===== config.mk =====
export PLATFORM = sky130hd
export DESIGN_NAME = barrier_field_collider
export DESIGN_NICKNAME = d
export VERILOG_FILES = /design/src/rtl/collider_pkg.sv /design/src/rtl/box_overlap.sv /design/src/rtl/barrier_field_collider.sv
export SDC_FILE = /design/constraint.sdc
export NUM_CORES = 1
export LEC_CHECK = 0
export CORE_MARGIN = 2
export CORE_UTILIZATION = 53
export CTS_CLUSTER_SIZE = 30
export DETAILED_ROUTE_END_ITERATION = 6
export PLACE_DENSITY_LB_ADDON = 0.15
export SYNTH_ARGS = -nofsm -noshare
export SYNTH_HDL_FRONTEND = slang
export SYNTH_SLANG_ARGS = --single-unit

===== constraint.sdc =====
create_clock -name Clk -period 19.7 [get_ports Clk]
set_input_delay 2.955 -clock Clk [delete_from_list [all_inputs] [get_ports Clk]]
set_output_delay 2.955 -clock Clk [all_outputs]
set_load 0.01 [all_outputs]

===== src/rtl/collider_pkg.sv =====
// Shared types for the barrier collision engine: box payload, side indices, scan FSM states.
package collider_pkg;

  localparam int unsigned BOX_W  = 10;
  localparam int unsigned SIDE_L = 0;
  localparam int unsigned SIDE_R = 1;
  localparam int unsigned SIDE_T = 2;
  localparam int unsigned SIDE_B = 3;

  typedef struct packed {
    logic [BOX_W-1:0] x;
    logic [BOX_W-1:0] y;
    logic [BOX_W-1:0] hl;
    logic [BOX_W-1:0] hh;
  } box_t;

  typedef enum logic [1:0] {
    IDLE,
    SCAN,
    DONE
  } state_t;

endpackage


===== src/rtl/box_overlap.sv =====
// Inclusive overlap test of a probe box against a target box grown by a margin,
// reporting which side of the target the probe centre lies beyond.
module box_overlap
  import collider_pkg::*;
(
  input  box_t             probe,
  input  box_t             target,
  input  logic [BOX_W-1:0] margin,
  output logic             hit,
  output logic [3:0]       side
);

  localparam int unsigned SW = BOX_W + 2;

  logic signed [SW-1:0] px, py, phl, phh, tl, tr, tt, tb, m;

  always_comb begin
    px  = $signed({2'b00, probe.x});
    py  = $signed({2'b00, probe.y});
    phl = $signed({2'b00, probe.hl});
    phh = $signed({2'b00, probe.hh});
    m   = $signed({2'b00, margin});
    tl  = $signed({2'b00, target.x}) - $signed({2'b00, target.hl});
    tr  = $signed({2'b00, target.x}) + $signed({2'b00, target.hl});
    tt  = $signed({2'b00, target.y}) - $signed({2'b00, target.hh});
    tb  = $signed({2'b00, target.y}) + $signed({2'b00, target.hh});

    hit = (px + phl >= tl - m) && (px - phl <= tr + m) &&
          (py + phh >= tt - m) && (py - phh <= tb + m);

    // Side bits only mean something on a hit; a centre inside the box sets none.
    side = '0;
    if (hit) begin
      side[SIDE_L] = (px < tl);
      side[SIDE_R] = (px > tr);
      side[SIDE_T] = (py < tt);
      side[SIDE_B] = (py > tb);
    end
  end

endmodule


===== src/rtl/barrier_field_collider.sv =====
// Multi-barrier collision engine: scans a table of destructible barriers once per frame,
// one entry per clock, accumulating player side hits and bullet hits, and applying damage.
module barrier_field_collider
  import collider_pkg::*;
#(
  parameter int unsigned NUM_BARRIERS = 8,
  parameter int unsigned NUM_BULLETS  = 2,
  parameter int unsigned COORD_W      = BOX_W,
  parameter int unsigned HP_W         = 2,
  parameter int unsigned MARGIN       = 3
) (
  input  logic                                            Clk,
  input  logic                                            Reset,
  input  logic                                            frame_start,
  input  logic                                            wr_en,
  input  logic [$clog2(NUM_BARRIERS > 1 ? NUM_BARRIERS : 2)-1:0] wr_idx,
  input  logic [COORD_W-1:0]                              wr_x,
  input  logic [COORD_W-1:0]                              wr_y,
  input  logic [COORD_W-1:0]                              wr_hl,
  input  logic [COORD_W-1:0]                              wr_hh,
  input  logic [HP_W-1:0]                                 wr_hp,
  output logic                                            wr_ready,
  input  logic [COORD_W-1:0]                              BallX,
  input  logic [COORD_W-1:0]                              BallY,
  input  logic [COORD_W-1:0]                              Ball_Size,
  input  logic [NUM_BULLETS*COORD_W-1:0]                  BulletX,
  input  logic [NUM_BULLETS*COORD_W-1:0]                  BulletY,
  input  logic [NUM_BULLETS*COORD_W-1:0]                  Bullet_Size,
  output logic [3:0]                                      player_collision,
  output logic [NUM_BULLETS-1:0]                          bullet_collision,
  output logic [NUM_BARRIERS-1:0]                         barrier_alive,
  output logic                                            busy,
  output logic                                            done
);

  localparam int unsigned IDX_W = $clog2(NUM_BARRIERS > 1 ? NUM_BARRIERS : 2);

  state_t                  state, state_d;
  logic                    start, last;
  logic [IDX_W-1:0]        idx;
  box_t                    tbl [NUM_BARRIERS];
  logic [HP_W-1:0]         hp  [NUM_BARRIERS];
  box_t                    ball_q;
  box_t                    bullet_q [NUM_BULLETS];
  box_t                    cur;
  logic                    wr_ok, alive, dmg;
  logic                    player_hit;
  logic [3:0]              player_side;
  logic [3:0]              bullet_side_unused [NUM_BULLETS];
  logic [NUM_BULLETS-1:0]  bullet_raw;
  logic [3:0]              player_sh, player_acc;
  logic [NUM_BULLETS-1:0]  bullet_sh, bullet_acc;
  logic [NUM_BARRIERS-1:0] alive_next;

  always_ff @(posedge Clk or posedge Reset) begin
    if (Reset) state <= IDLE;
    else       state <= state_d;
  end

  // Next state and scan control strobes.
  always_comb begin
    state_d = state;
    start   = 1'b0;
    last    = 1'b0;
    unique case (state)
      IDLE: if (frame_start) begin
        state_d = SCAN;
        start   = 1'b1;
      end
      SCAN: if (idx == IDX_W'(NUM_BARRIERS - 1)) begin
        state_d = DONE;
        last    = 1'b1;
      end
      DONE:    state_d = IDLE;
      default: state_d = IDLE;
    endcase
  end

  always_comb begin
    wr_ok      = wr_en && wr_ready;
    cur        = tbl[idx];
    alive      = (state == SCAN) && (hp[idx] != '0);
    dmg        = alive && (|bullet_raw);
    player_acc = player_sh | ((alive && player_hit) ? player_side : 4'b0000);
    bullet_acc = bullet_sh | (alive ? bullet_raw : '0);
    for (int i = 0; i < NUM_BARRIERS; i++)
      alive_next[i] = (hp[i] != '0) &&
                      !(dmg && (idx == IDX_W'(i)) && (hp[i] == HP_W'(1)));
  end

  box_overlap u_player (
    .probe  (ball_q),
    .target (cur),
    .margin (BOX_W'(MARGIN)),
    .hit    (player_hit),
    .side   (player_side)
  );

  for (genvar k = 0; k < NUM_BULLETS; k++) begin : g_bullet
    box_overlap u_bullet (
      .probe  (bullet_q[k]),
      .target (cur),
      .margin ('0),
      .hit    (bullet_raw[k]),
      .side   (bullet_side_unused[k])
    );
  end

  // Geometry table and per-frame input snapshot; HP lives with the reset logic below.
  always_ff @(posedge Clk) begin
    if (wr_ok)
      tbl[wr_idx] <= '{x: BOX_W'(wr_x), y: BOX_W'(wr_y), hl: BOX_W'(wr_hl), hh: BOX_W'(wr_hh)};
    if (start) begin
      ball_q <= '{x: BOX_W'(BallX), y: BOX_W'(BallY), hl: BOX_W'(Ball_Size), hh: BOX_W'(Ball_Size)};
      for (int k = 0; k < NUM_BULLETS; k++)
        bullet_q[k] <= '{x:  BOX_W'(BulletX[k*COORD_W +: COORD_W]),
                         y:  BOX_W'(BulletY[k*COORD_W +: COORD_W]),
                         hl: BOX_W'(Bullet_Size[k*COORD_W +: COORD_W]),
                         hh: BOX_W'(Bullet_Size[k*COORD_W +: COORD_W])};
    end
  end

  always_ff @(posedge Clk or posedge Reset) begin
    if (Reset) begin
      idx              <= '0;
      player_sh        <= '0;
      bullet_sh        <= '0;
      player_collision <= '0;
      bullet_collision <= '0;
      barrier_alive    <= '0;
      busy             <= 1'b0;
      done             <= 1'b0;
      wr_ready         <= 1'b1;
      for (int i = 0; i < NUM_BARRIERS; i++) hp[i] <= '0;
    end else begin
      busy     <= (state_d != IDLE);
      wr_ready <= (state_d == IDLE);
      done     <= (state_d == DONE);
      if (wr_ok) hp[wr_idx] <= wr_hp;
      if (start) begin
        idx       <= '0;
        player_sh <= '0;
        bullet_sh <= '0;
      end else if (state == SCAN) begin
        if (!last) idx <= idx + IDX_W'(1);
        player_sh <= player_acc;
        bullet_sh <= bullet_acc;
        if (dmg) hp[idx] <= hp[idx] - HP_W'(1);
      end
      // Results publish together with the last entry's contribution, visible during DONE.
      if (last) begin
        player_collision <= player_acc;
        bullet_collision <= bullet_acc;
        barrier_alive    <= alive_next;
      end
    end
  end

endmodule


# Yosys cells after proc, flatten, opt, wreduce, memory -nomap -nowiden
# Memories as Yosys holds them, arrays and structs flattened.
# Cells that the tools add are included.
[word_totals]
ff_bits = 74
latch_bits = 0
ramBits = 400
romBits = 0
inputBits = 139
output_inout_bits = 17
word_cells = 184
memories = 2
[memory_table]
columns = ["name", "words", "word_bits", "rd", "rd_ports_with_merged_regs", "write_ports", "line_no", "source"]
rows = [
  ["tbl", 8, 40, 1, 0, 1, "barrier_field_collider.sv:41", "box_t tbl [NUM_BARRIERS];"],
  ["bullet_q", 2, 40, 2, 0, 2, "barrier_field_collider.sv:44", "box_t bullet_q [NUM_BULLETS];"],
]
[classes]
n_addsub = 22
n_mul = 0
div = 0
magnitude_cmp = 20
n_eq_ne = 18
shift = 0
mux = 34
bitwise = 4
reduce_logical = 63
[ops]
columns = ["cell", "count"]
rows = [
  ["10-bit by 10-bit adder with 11-bit output", 8],
  ["10-bit by 10-bit subtractor with 11-bit output", 8],
  ["12-bit >= comparator", 6],
  ["12-bit <= comparator", 6],
  ["16-bit 2-to-1 mux", 4],
  ["1-bit logical AND", 39],
  ["16-bit bitwise mux", 2],
  ["12-bit by 3-bit adder with 12-bit output, second input constant", 2],
  ["11-bit by 12-bit greater-than comparator with 1-bit output", 2],
  ["11-bit by 12-bit < comparator with 1-bit output", 2],
  ["12-bit by 3-bit subtractor with 12-bit output, second input constant", 2],
  ["2-bit nonzero test", 11],
  ["2-bit by 1-bit == test with 1-bit output, second input constant", 9],
  ["2-bit 2-to-1 mux", 9],
  ["4-bit 2-to-1 mux", 4],
  ["2-bit demux with 3-bit select", 2],
  ["3-bit == test, second input constant", 4],
  ["3-bit 2-to-1 mux", 3],
  ["4-bit >= comparator, second input constant", 2],
  ["1-bit logical NOT", 8],
  ["4-bit by 1-bit < comparator with 1-bit output, second input constant", 2],
  ["1-bit 2-to-1 mux", 8],
  ["3-bit inverter with 4-bit output", 2],
  ["2-bit binary-select mux with 3-bit select", 1],
  ["other kinds (13)", 15],
]

# Depth between registers and ports, before layout
# Gate-level depths: netlist of run 1.
# An unclocked memory read counts as a cell.
[depth]
ltp_word = 12
depth_mapped = 28
depth_no_buf = 25

# Hierarchy
# Synthesis of run 1 repeated with hierarchy kept, for this count alone.
[hier_totals]
hier_cells = 3685
hier_area_um2 = 38275.5
[by_module_without_submodules]
columns = ["mod", "instances", "cells_each", "area_each_um2", "seq_area_each_um2"]
rows = [
  ["barrier_field_collider", 1, 878, 17031.3, 13414.1],
  ["box_overlap at u_player", 1, 961, 7221.9, 0.0],
  ["box_overlap at g_bullet[0].u_bullet", 1, 948, 7134.3, 0.0],
  ["box_overlap at g_bullet[1].u_bullet", 1, 898, 6887.9, 0.0],
]

# Worst setup path after synthesis of run 1
# OpenSTA, ideal clock, no wires.
[synth_path]
kind = "input -> register"
startpoint = "input port frame_start"
endpoint = "register player_sh[0]"
setup_time_ps = 449
arrival_time_ps = 10048
required_ps = 19251
slack_ps = 9203
cell_stages = 2
n_path_buf = 0
cell_sequence = "nor3b_1 -> o21ai_0"
[synth_between]
elab_chain_len = 3
word_cells_on_any_way = 4
classes_between = "mux (3); reduce/logical (1)"
[synth_rtl]
columns = ["element", "line_no", "source"]
rows = [
  ["start, declared", "barrier_field_collider.sv:14", "input logic frame_start,"],
  ["1-bit 2-to-1 mux *", "barrier_field_collider.sv:66", "IDLE: if (frame_start) begin"],
  ["1-bit 2-to-1 mux *", "barrier_field_collider.sv:65", "unique case (state)"],
  ["4-bit 2-to-1 mux or 2-bit nonzero test (tied branches)", "n/a", ""],
  ["end signal, assigned", "barrier_field_collider.sv:146", "player_sh <= player_acc;"],
  ["end, declared", "barrier_field_collider.sv:51", "logic [3:0] player_sh, player_acc;"],
]
# Every way passes the cells marked *; elsewhere a longest branch is shown, timed or not.
# A chain may end at the register's enable or synchronous reset.

# Worst setup path after layout of run 1
[layout_path]
startpoint = "register idx[0]"
endpoint = "register player_collision[0]"
[layout_between]
elab_chain_len = 10
word_cells_on_any_way = 30
classes_between = "add/sub (8); order compare (5); eq/ne (1); mux (7); bitwise (2); reduce/logical (6); memory (1)"
[layout_rtl]
columns = ["element", "line_no", "source"]
rows = [
  ["start, declared", "barrier_field_collider.sv:40", "logic [IDX_W-1:0] idx;"],
  ["start signal, assigned", "barrier_field_collider.sv:145", "if (!last) idx <= idx + IDX_W'(1);"],
  ["memory 8 x 40 bit", "n/a", ""],
  ["10-bit by 10-bit subtractor with 11-bit output or 10-bit by 10-bit adder with 11-bit output (tied branches)", "box_overlap.sv:23, box_overlap.sv:24", ""],
  ["12-bit by 3-bit subtractor with 12-bit output or 12-bit by 3-bit adder with 12-bit output (tied branches)", "box_overlap.sv:28", "hit = (px + phl >= tl - m) && (px - phl <= tr + m) &&"],
  ["12-bit >= comparator or 12-bit <= comparator (tied branches)", "box_overlap.sv:28", ""],
  ["1-bit logical AND (2 in a row)", "box_overlap.sv:28", ""],
  ["1-bit logical AND", "box_overlap.sv:29", "(py + phh >= tt - m) && (py - phh <= tb + m);"],
  ["4-bit 2-to-1 mux or 1-bit logical AND (tied branches)", "box_overlap.sv:33, barrier_field_collider.sv:84", ""],
  ["4-bit 2-to-1 mux", "barrier_field_collider.sv:84", "player_acc = player_sh | ((alive && player_hit) ? player_side : 4'b0000);"],
  ["4-bit OR", "barrier_field_collider.sv:84", ""],
  ["end signal, assigned", "barrier_field_collider.sv:152", "player_collision <= player_acc;"],
  ["end, declared", "barrier_field_collider.sv:29", "output logic [3:0] player_collision,"],
]
# Several ways; a longest one is shown, not always the timed one. The select of a mux whose other input is x is not followed.

==> summary.md, run 1 <==
| Metric | Value |
|---|---|
| Worst-margin pin slew | `1.420 ns` |
| Max Slew Vio Count | `0` |
| Most common cell after layout, fill and taps aside | `edfxtp_1` |
| Fillcell total | `4251` |
| Area of the die | `55440 um2` |
| Register area share after synthesis | `47.24%` |
| Port Buffers | `155` |
| CP arrival | `7.87 ns` |
| Largest net degree at the start of global routing | `65` |
| H-tree levels | `2` |
| CP Launch Type | `flop` |
| Num CTS Buffers | `48` |
| Non-Filler Instances | `3259` |
| First-pass GRT wire length | `117.6 mm` |
| Placed Cells | `3168` |
| IO Count | `156` |
| Worst-skew pair later-pin latency | `0.61 ns` |
| Initial antenna violation count | `2` |
| Overflow after GRT | `0` |
| Sequential Area | `13420 um2` |
| TritonCTS clock tree | `done` |
| DRC | `0` |
| RSZ-0062 raised after global routing | `no` |
| Post-DP HPWL | `55.43 mm` |
| Die Wd | `235.5 um` |
| CTS Sinks | `454` |
| Post-Synthesis Mean Instance Area | `11.98 um2` |
| Met2 Use GR | `45.70%` |
| DR vias | `19580` |
| Hold buffers post-CTS | `0` |
| Final RePlAce weighted congestion | `0.9152` |
| Final Hold Viols | `0` |
| Run status | `completed` |
| Site Rows | `84` |
| Vias in the first global route | `19710` |
| Post-route cell area | `32320 um2` |
| Initial Util | `53.82%` |
| Area of the multi-input gates | `14080 um2` |
| Max_slew headroom | `4.682%` |
| Area of the mapped netlist | `28390 um2` |
| Routed WL | `76.78 mm` |
| Final setup vio count | `0` |
| Post_cts resized | `0` |
| Routed Antenna Nets | `0` |
| Minimum clock period | `7.352 ns` |
| Top post-synthesis cells by area | `edfxtp_1 43%, ha_1 14%, mux4_2 6.7%` |
| CTS clk-pin slew, worst paths | `0.06 ns` |
| Synth cell types | `102` |
| First-pass DRT Iterations | `5` |
| Final period util | `37.32%` |
| Core Area | `52760 um2` |
| Cell taking the most area after synthesis | `edfxtp_1` |
| Required @ worst endpoint | `20.22 ns` |
| Global-route usage over all layers | `27.83%` |
| Postcts setup bufs | `0` |
| Chip height | `235.5 um` |
| Post-synth ARST share | `9.692%` |
| Most frequent cells in the layout | `410 x edfxtp_1, 325 x ha_1, 180 x nand2_1` |
| Setup TNS Final | `0 ns` |
| Drt via density | `6.007` |
| Main synth FF type | `edfxtp_1` |
| Top fanout value on the critical path | `34` |
| Max Clk Rate | `136.0 MHz` |
| Post-DR wirelength/cell | `23.56 um` |
| Synth top area share | `43.36%` |
| Maximum buffer depth of the clock tree | `3` |
| Global routing's busiest layer | `met2` |
| Fin nets | `3010` |
| Crit. End Element | `flop` |
| Iter 0 DRT Violations | `1502` |
| YS warnings | `0` |
| Worst Skew | `0.03622 ns` |
| Placed cell area | `30730 um2` |
| Layout area overhead | `13.83%` |
| Root Buffer | `clkbuf_16` |
| Met1 global-route usage | `37.39%` |
| WHS | `0.4806 ns` |
| Max-cap violations | `0` |
| Layout cell share with drive strength beyond 1 | `9.183%` |
| Setup CP Type | `flop to flop` |
| Syn_nets | `2851` |
| Hold Path Class | `flop to flop` |
| EDFF count, synth | `410` |
| Mapped Cells | `2371` |
| Synthesized flop and latch total | `454` |
| Met3 usage | `4.233%` |
[routing by layer]
layer,wire [um],vias up
met3,4791,123
met1,32850,9668
li1,-,9119
met4,3043,2
met5,12,-
met2,36080,664
[cells by family (layout without fill, tap and decap cells)]
logic type	count (synthesis)	count (layout)	synth area share [%]
buffers and inverters	240	439	3.366
and+or+nand+nor	644	644	11.15
adders and majority gates	346	346	15.64
xor gates and xnor gates	121	121	3.838
AOI/OAI and AO/OA	440	440	10.62
other	0	1	0
muxes	126	126	8.147
DFF	454	454	47.24
[worst paths after layout]
| path | startpoint | endpoint | slack (ns) | cells past startpoint |
|---|---|---|---|---|
| worst max-delay path | idx[0] | player_collision[0] | 12.35 | 25 |
| worst max register to register | idx[0] | player_collision[0] | 12.35 | 25 |
| worst min register to register | player_sh[1] | player_sh[1] | 0.48 | 2 |
| min in group asynchronous | Reset | busy | 2.92 | 2 |
| worst min-delay path | player_sh[1] | player_sh[1] | 0.48 | 2 |
| max in group asynchronous | Reset | idx[2] | 16.00 | 2 |
[synth_stat cells, types with 28 or more instances]
| master | instances |
|---|---|
| clkbuf_1 | 31 |
| edfxtp_1 | 410 |
| and2_1 | 28 |
| xnor2_1 | 78 |
| dfrtp_1 | 43 |
| nand2_1 | 180 |
| nand2b_1 | 42 |
| nor3_1 | 61 |
| mux2i_1 | 41 |
| o21ai_0 | 84 |
| nor2_1 | 163 |
| inv_1 | 169 |
| ha_1 | 325 |
| a21oi_1 | 116 |
| mux4_2 | 84 |
| nor2b_1 | 41 |
| xor2_1 | 39 |
[per-stage QoR]
stage	worst slack, ns	util, %
floorplan	9.203	-
CTS	12.23	61.26
finish	12.35	61.26
detailed placement	12.25	58.25
global route	11.69	61.26
global placement	12.49	58.25
[worst max-delay path: stages (launching register included)]
cell and delay (ns):
dfrtp_4 0.84, buf_4 0.64, mux4_2 0.35, nand2_1 0.05, and2_1 0.18, inv_1 0.06
ha_1 0.17, inv_1 0.06, fa_1 0.38, or2_0 0.26, a221oi_1 0.36, nor2_1 0.07
o21bai_1 0.15, xor2_1 0.20, or4_1 0.61, nor3_1 0.21, nand3b_1 0.12, xor2_1 0.16
ha_1 0.34, a2111oi_0 0.42, o21ai_0 0.20, a2111oi_0 0.50, o31ai_1 0.15, nor4_2 0.38
o31ai_1 0.17, a31oi_1 0.20
[state kept, by name, summed over array words and instances, names as in the netlist]
signal,cells
ball_q,30
barrier_alive,8
bullet_collision,2
bullet_q,60
bullet_sh,2
busy,1
done,1
hp,16
idx,3
player_collision,4
player_sh,4
state,2
tbl,320
wr_ready,1
[final cells by class]
cell class                      count  area share [%]
Multi-Input combinational cell   1677           43.58
Clock buffer                       59           3.906
Timing Repair Buffer              178           5.334
Antenna cell                        1        0.007742
Clock inverter                     31          0.9988
Sequential cell                   454           41.53
Inverter                          171           1.986
Tap cell                          688           2.663
Power of run 1 is left out: the tool's default activity adds up to more than one toggle a clock period on the data nets, which glitch-free logic cannot reach.
==> run 2, diff against run 1 <==
- clock period: 19.7 -> 6.5 ns (I/O delays scaled with it)
==> run 2 against run 1 <==
  * Sequential share of layout area fell by 0.60 points
  * Maximum frequency rose by 22%
  * Clock-buffer cell count fell by 3
  * Cell area rose by 1.5%
  * Global-route usage rose by 0.18 points
  * First-iteration DRC count rose by 12%
  * Worst hold slack improved by 0.0051 ns
  * Largest cell class unchanged
==> summary.md, run 2 (synthesis gave the netlist of run 1 again) <==
| Metric | Value |
|---|---|
| Met1 global-route usage | `36.65% (-0.75 points)` |
| Initial Util | `53.82% (unchanged)` |
| Core Area | `52760 um2 (unchanged)` |
| Setup CP Type | `flop to flop` |
| Max reg flops | `320 (unchanged)` |
| IO Count | `156 (unchanged)` |
| Iter 0 DRT Violations | `1675 (+12%)` |
| Maximum buffer depth of the clock tree | `3 (unchanged)` |
| Most common cell after layout, fill and taps aside | `edfxtp_1` |
| Max Clk Rate | `165.7 MHz (+22%)` |
| Routed Antenna Nets | `0 (unchanged)` |
| Largest net degree at the start of global routing | `73 (+12%)` |
| Layout cell share with drive strength beyond 1 | `10.82% (+1.6 points)` |
| Final period util | `92.86% (+56 points)` |
| Most frequent cells in the layout | `410 x edfxtp_1, 325 x ha_1, 179 x nand2_1` |
| Global routing's busiest layer | `met2` |
| Hold buffers post-CTS | `0 (unchanged)` |
| Minimum clock period | `6.036 ns (-1.317 ns)` |
| Final Hold Viols | `0 (unchanged)` |
| Top fanout value on the critical path | `72 (+110%)` |
| Max-cap violations | `0 (unchanged)` |
| Worst Skew | `0.03211 ns (-0.004110 ns)` |
| First-pass GRT wire length | `117.6 mm (about the same)` |
| CTS Sinks | `454 (unchanged)` |
| Vias in the first global route | `19800 (+0.48%)` |
| Final RePlAce weighted congestion | `0.9930 (+8.5%)` |
| H-tree levels | `2 (unchanged)` |
| First-pass DRT Iterations | `5 (unchanged)` |
| Fillcell total | `4107 (-3.4%)` |
| Setup TNS Final | `0 ns (unchanged)` |
| Overflow after GRT | `0 (unchanged)` |
| Hold Path Class | `flop to flop` |
| Routed WL | `77.26 mm (+0.63%)` |
| DP Worst Slack | `0.2635 ns (-11.99 ns)` |
| DRC | `0 (unchanged)` |
| Layout area overhead | `15.49%` |
| Biggest register | `tbl` |
| Worst-skew pair later-pin latency | `0.61 ns (about the same)` |
| Max Slew Vio Count | `0 (unchanged)` |
| Met3 usage | `4.784% (+0.55 points)` |
| Final worst slack | `0.4643 ns (-11.88 ns)` |
| Required @ worst endpoint | `6.95 ns (-13.27 ns)` |
| Site Rows | `84 (unchanged)` |
| DR vias | `19610 (+0.15%)` |
| Final setup vio count | `0 (unchanged)` |
| CP arrival | `6.49 ns (-1.38 ns)` |
| Slowest stage delay, CP | `0.57 ns (-0.27 ns)` |
| Max_slew headroom | `29.46% (+25 points)` |
| Global-route usage over all layers | `28.01% (+0.18 points)` |
| CTS clk-pin slew, worst paths | `0.06 ns (about the same)` |
| Initial antenna violation count | `1 (-1)` |
| Root Buffer | `clkbuf_16` |
| Area of the die | `55440 um2 (unchanged)` |
| Post-DR wirelength/cell | `23.38 um (-0.77%)` |
| Post-DP HPWL | `56.64 mm (+2.2%)` |
| RSZ-0062 raised after global routing | `no` |
| TritonCTS clock tree | `done` |
| Largest regs | `tbl: 320 flops, bullet_q: 60 flops, ball_q: 30 flops` |
| Met2 Use GR | `46.07% (+0.38 points)` |
| Chip height | `235.5 um (unchanged)` |
| Port Buffers | `155 (unchanged)` |
| Fin nets | `3058 (+1.6%)` |
| Drt via density | `5.932 (-1.2%)` |
| Num CTS Buffers | `48 (unchanged)` |
| Run status | `completed` |
| Crit. End Element | `flop` |
| Worst-margin pin slew | `1.056 ns (-0.3647 ns)` |
| CP Launch Type | `flop` |
| Critical-path cell list | `buf_12 > mux4_2 > nand2_1 > and2_1 > inv_1 > fa_1 > a21oi_1 > o22ai_1 > o32ai_2 > buf_4 > nand3_1 > xnor2_1 > ha_1 > nor4_1 > o21ai_0 > and2_0 > a311oi_1 > nor4_2 > buf_4 > a21oi_1 > o21ai_1` |
| Die Wd | `235.5 um (unchanged)` |
| Crit path max-delay cell type | `dfrtp_4` |
==> run 2: path summary, 6_finish.rpt <==
path                       slack (ns)  depth (start not counted)                   to           startpoint
setup reg to reg                 0.46                         21  player_collision[2]               idx[2]
setup / recovery                 0.46                         21  player_collision[2]               idx[2]
min in group asynchronous        0.85                          3                 busy                Reset
hold reg to reg                  0.49                          2  bullet_collision[1]  bullet_collision[1]
max in group asynchronous        5.07                          3               idx[2]                Reset
hold / removal                   0.49                          2  bullet_collision[1]  bullet_collision[1]
==> run 2: metrics by stage <==
stage	cell area (um2)	util, %	cells	hold WS, ns
after floorplan	28400	-	2371	0.4465
after global placement	31090	58.93	3210	0.4654
after detailed placement	31090	58.93	3210	0.4802
after CTS	32700	61.98	3298	0.4935
after global routing	32790	62.15	3305	0.5122
final	32790	62.15	3305	0.4857
==> run 2: routing by layer <==
metal,part of all wire (%),wire length (um)
met1,42,32770
met4,4.6,3523
met2,47,36420
met5,0,0
met3,5.9,4549
==> run 2: final cells by class <==
type | instances | area (um2) | area share (%)
Sequential cell | 454 | 13420 | 40.93
Antenna cell | 1 | 2.502 | 0.007631
Timing Repair Buffer | 226 | 2151 | 6.559
Clock buffer | 56 | 1231 | 3.754
Inverter | 171 | 641.9 | 1.957
Tap cell | 688 | 860.8 | 2.625
Clock inverter | 32 | 377.9 | 1.152
Multi-Input combinational cell | 1677 | 14110 | 43.02
==> run 2: repair_timing <==
item,in CTS,in global routing
endpoints found under the setup margin,0,33
resized for setup,0,6
buffers inserted,0,5
==> run 2: critical path: cells and delay by family (launching register included) <==
| family | cells | cell delay (ns) |
|---|---|---|
| xor+xnor | 1 | 0.14 |
| simple gates | 6 | 1.21 |
| fa+ha+maj | 2 | 0.76 |
| flops | 1 | 0.57 |
| compound gates | 7 | 1.80 |
| buf+inv | 4 | 0.96 |
| mux | 1 | 0.37 |
Power of run 2 is left out for the same reason.
==> run 3, diff against run 2 <==
- CTS_BUF_LIST: unset -> sky130_fd_sc_hd__clkbuf_8
- PLACE_DENSITY: unset -> 0.75
- PLACE_DENSITY_LB_ADDON: 0.15 -> unset
==> run 3 against run 2 <==
  * Via count up 2.4%
  * Critical path depth up 5
  * Maximum frequency down 0.80%
  * Die area unchanged
  * Clock-buffer cell count up 18
  * Clock skew up 0.011 ns
  * Non-clock buffer count down 8
  * First-iteration DRC count down 7.1%
  * Core utilization down 0.63 points
  * Final cell count up 0.97%
  * Critical endpoint is now player_collision[0]
  * Largest cell class unchanged
  * Worst hold slack worse by 0.0012 ns
  * Wire length down 1.5%
==> summary.md, run 3 (synthesis gave the netlist of run 1 again) <==
| Metric | Value |
|---|---|
| Num CTS Buffers | `74 (+54%)` |
| Non-Filler Instances | `3337 (+0.97%)` |
| Iter 0 DRT Violations | `1556 (-7.1%)` |
| Worst-skew pair later-pin latency | `0.69 ns (+0.08 ns)` |
| IO Count | `156 (unchanged)` |
| Vias in the first global route | `20380 (+2.9%)` |
| Post-DR wirelength/cell | `22.79 um (-2.5%)` |
| Fillcell total | `4117 (+0.24%)` |
| Final setup vio count | `0 (unchanged)` |
| Max-cap violations | `0 (unchanged)` |
| Initial antenna violation count | `4 (+3)` |
| Maximum buffer depth of the clock tree | `3 (unchanged)` |
| CTS Sinks | `454 (unchanged)` |
| Minimum clock period | `6.084 ns (+0.04869 ns)` |
| Max_slew headroom | `33.86% (+4.4 points)` |
| Routed WL | `76.07 mm (-1.5%)` |
| DRC | `0 (unchanged)` |
| Core Area | `52760 um2 (unchanged)` |
| Worst Skew | `0.04352 ns (+0.01141 ns)` |
| TritonCTS clock tree | `done` |
| Area of the multi-input gates | `14130 um2 (+0.18%)` |
| Most common cell after layout, fill and taps aside | `edfxtp_1` |
| Fin nets | `3076 (+0.59%)` |
| H-tree levels | `3 (+1)` |
| First-pass DRT Iterations | `6 (+1)` |
| Crit path max-delay cell type | `or4_1` |
| Final period util | `93.61% (+0.75 points)` |
| Area of the die | `55440 um2 (unchanged)` |
| Layout area overhead | `14.32%` |
| Worst-margin pin slew | `0.9907 ns (-0.06478 ns)` |
| Chip height | `235.5 um (unchanged)` |
| CP Launch Type | `flop` |
| Routed Antenna Nets | `0 (unchanged)` |
| Top fanout value on the critical path | `13 (-82%)` |
| RSZ-0062 raised after global routing | `no` |
| Most frequent cells in the layout | `410 x edfxtp_1, 325 x ha_1, 190 x inv_1` |
| Placed Cells | `3198 (-0.37%)` |
| Overflow after GRT | `0 (unchanged)` |
| Largest regs | `tbl: 320 flops, bullet_q: 60 flops, ball_q: 30 flops` |
| Slowest stage delay, CP | `0.60 ns (+0.03 ns)` |
| Setup TNS Final | `0 ns (unchanged)` |
| Placed cell area | `30960 um2 (-0.41%)` |
| Required @ worst endpoint | `7.07 ns (+0.12 ns)` |
| Layout cell share with drive strength beyond 1 | `11.44% (+0.62 points)` |
| Post-DP HPWL | `54.59 mm (-3.6%)` |
| Final Hold Viols | `0 (unchanged)` |
| First-pass GRT wire length | `116.6 mm (-0.85%)` |
| Max reg flops | `320 (unchanged)` |
| Max Slew Vio Count | `0 (unchanged)` |
| Die Wd | `235.5 um (unchanged)` |
| Final RePlAce weighted congestion | `0.9040 (-9.0%)` |
| CP arrival | `6.65 ns (+0.16 ns)` |
| Setup CP Type | `flop to flop` |
| DR vias | `20080 (+2.4%)` |
| Post-route cell area | `32460 um2 (-1.0%)` |
| Initial Util | `53.82% (unchanged)` |
| Site Rows | `84 (unchanged)` |
| Hold buffers post-CTS | `0 (unchanged)` |
| Hold Path Class | `flop to flop` |
| Global-route usage over all layers | `27.35% (-0.66 points)` |
| Crit. End Element | `flop` |
| Sequential Area | `13420 um2 (unchanged)` |
| Root Buffer | `clkbuf_8` |
| Drt via density | `6.017 (+1.4%)` |
| Ant. Diodes | `0 (-1)` |
| Max Clk Rate | `164.4 MHz (-0.80%)` |
| Largest net degree at the start of global routing | `66 (-9.6%)` |
| Biggest register | `tbl` |
| Port Buffers | `155 (unchanged)` |
| Run status | `completed` |
| CTS clk-pin slew, worst paths | `0.06 ns (about the same)` |
run 3: worst paths after layout:
path	cells after the start	slack (ns)	start	to
setup reg to reg	26	0.42	idx[0]	player_collision[0]
hold / removal	2	0.48	player_sh[2]	player_sh[2]
setup / recovery	26	0.42	idx[0]	player_collision[0]
max in group asynchronous	2	4.92	Reset	idx[0]
hold reg to reg	2	0.48	player_sh[2]	player_sh[2]
min in group asynchronous	2	0.83	Reset	done
run 3: layout make-up:
| type | count | share of cell area (%) |
|---|---|---|
| clock buffers | 74 | 3.138 |
| clock inverters | 55 | 1.075 |
| inverters | 171 | 1.977 |
| multi-input cells | 1677 | 43.53 |
| flip-flops and latches | 454 | 41.35 |
| well taps | 688 | 2.652 |
| repair buffers | 218 | 6.275 |
run 3: metal layers:
layer	track usage (%)	vias to the layer above	routed length, um
li1	-	9244	-
met1	35.23	9898	30950
met2	45.92	760	36970
met3	5.159	168	5275
met4	10.60	8	2812
met5	0	-	60
run 3: critical path, delay by kind of cell, from the launching register on:
| family | cells | cell delay [ns] |
|---|---|---|
| XOR/XNOR | 1 | 0.10 |
| adder cells (fa/ha/maj) | 3 | 0.77 |
| AND/OR/NAND/NOR | 9 | 2.05 |
| AO/OA/AOI/OAI | 8 | 1.72 |
| multiplexers | 1 | 0.32 |
| flip-flops | 1 | 0.56 |
| buffers and inverters | 4 | 0.46 |
run 3: repair_timing:
action / in CTS / in global routing
pin swaps: 1 / 1
gates resized for setup: 0 / 9
endpoints found under the hold margin: 0 / 0
setup buffers: 1 / 9
endpoints found under the setup margin: 3 / 29
run 3: through the flow:
stage / utilization [%] / setup WS, ns / hold slack (ns)
floorplan: - / 0.02652 / 0.4465
global placement: 58.69 / 0.2519 / 0.4624
detailed placement: 58.69 / -0.02116 / 0.4709
CTS: 61.30 / 0.01581 / 0.4853
global route: 61.52 / 0.03803 / 0.5368
finish: 61.52 / 0.4156 / 0.4844
Power of run 3 is left out for the same reason.
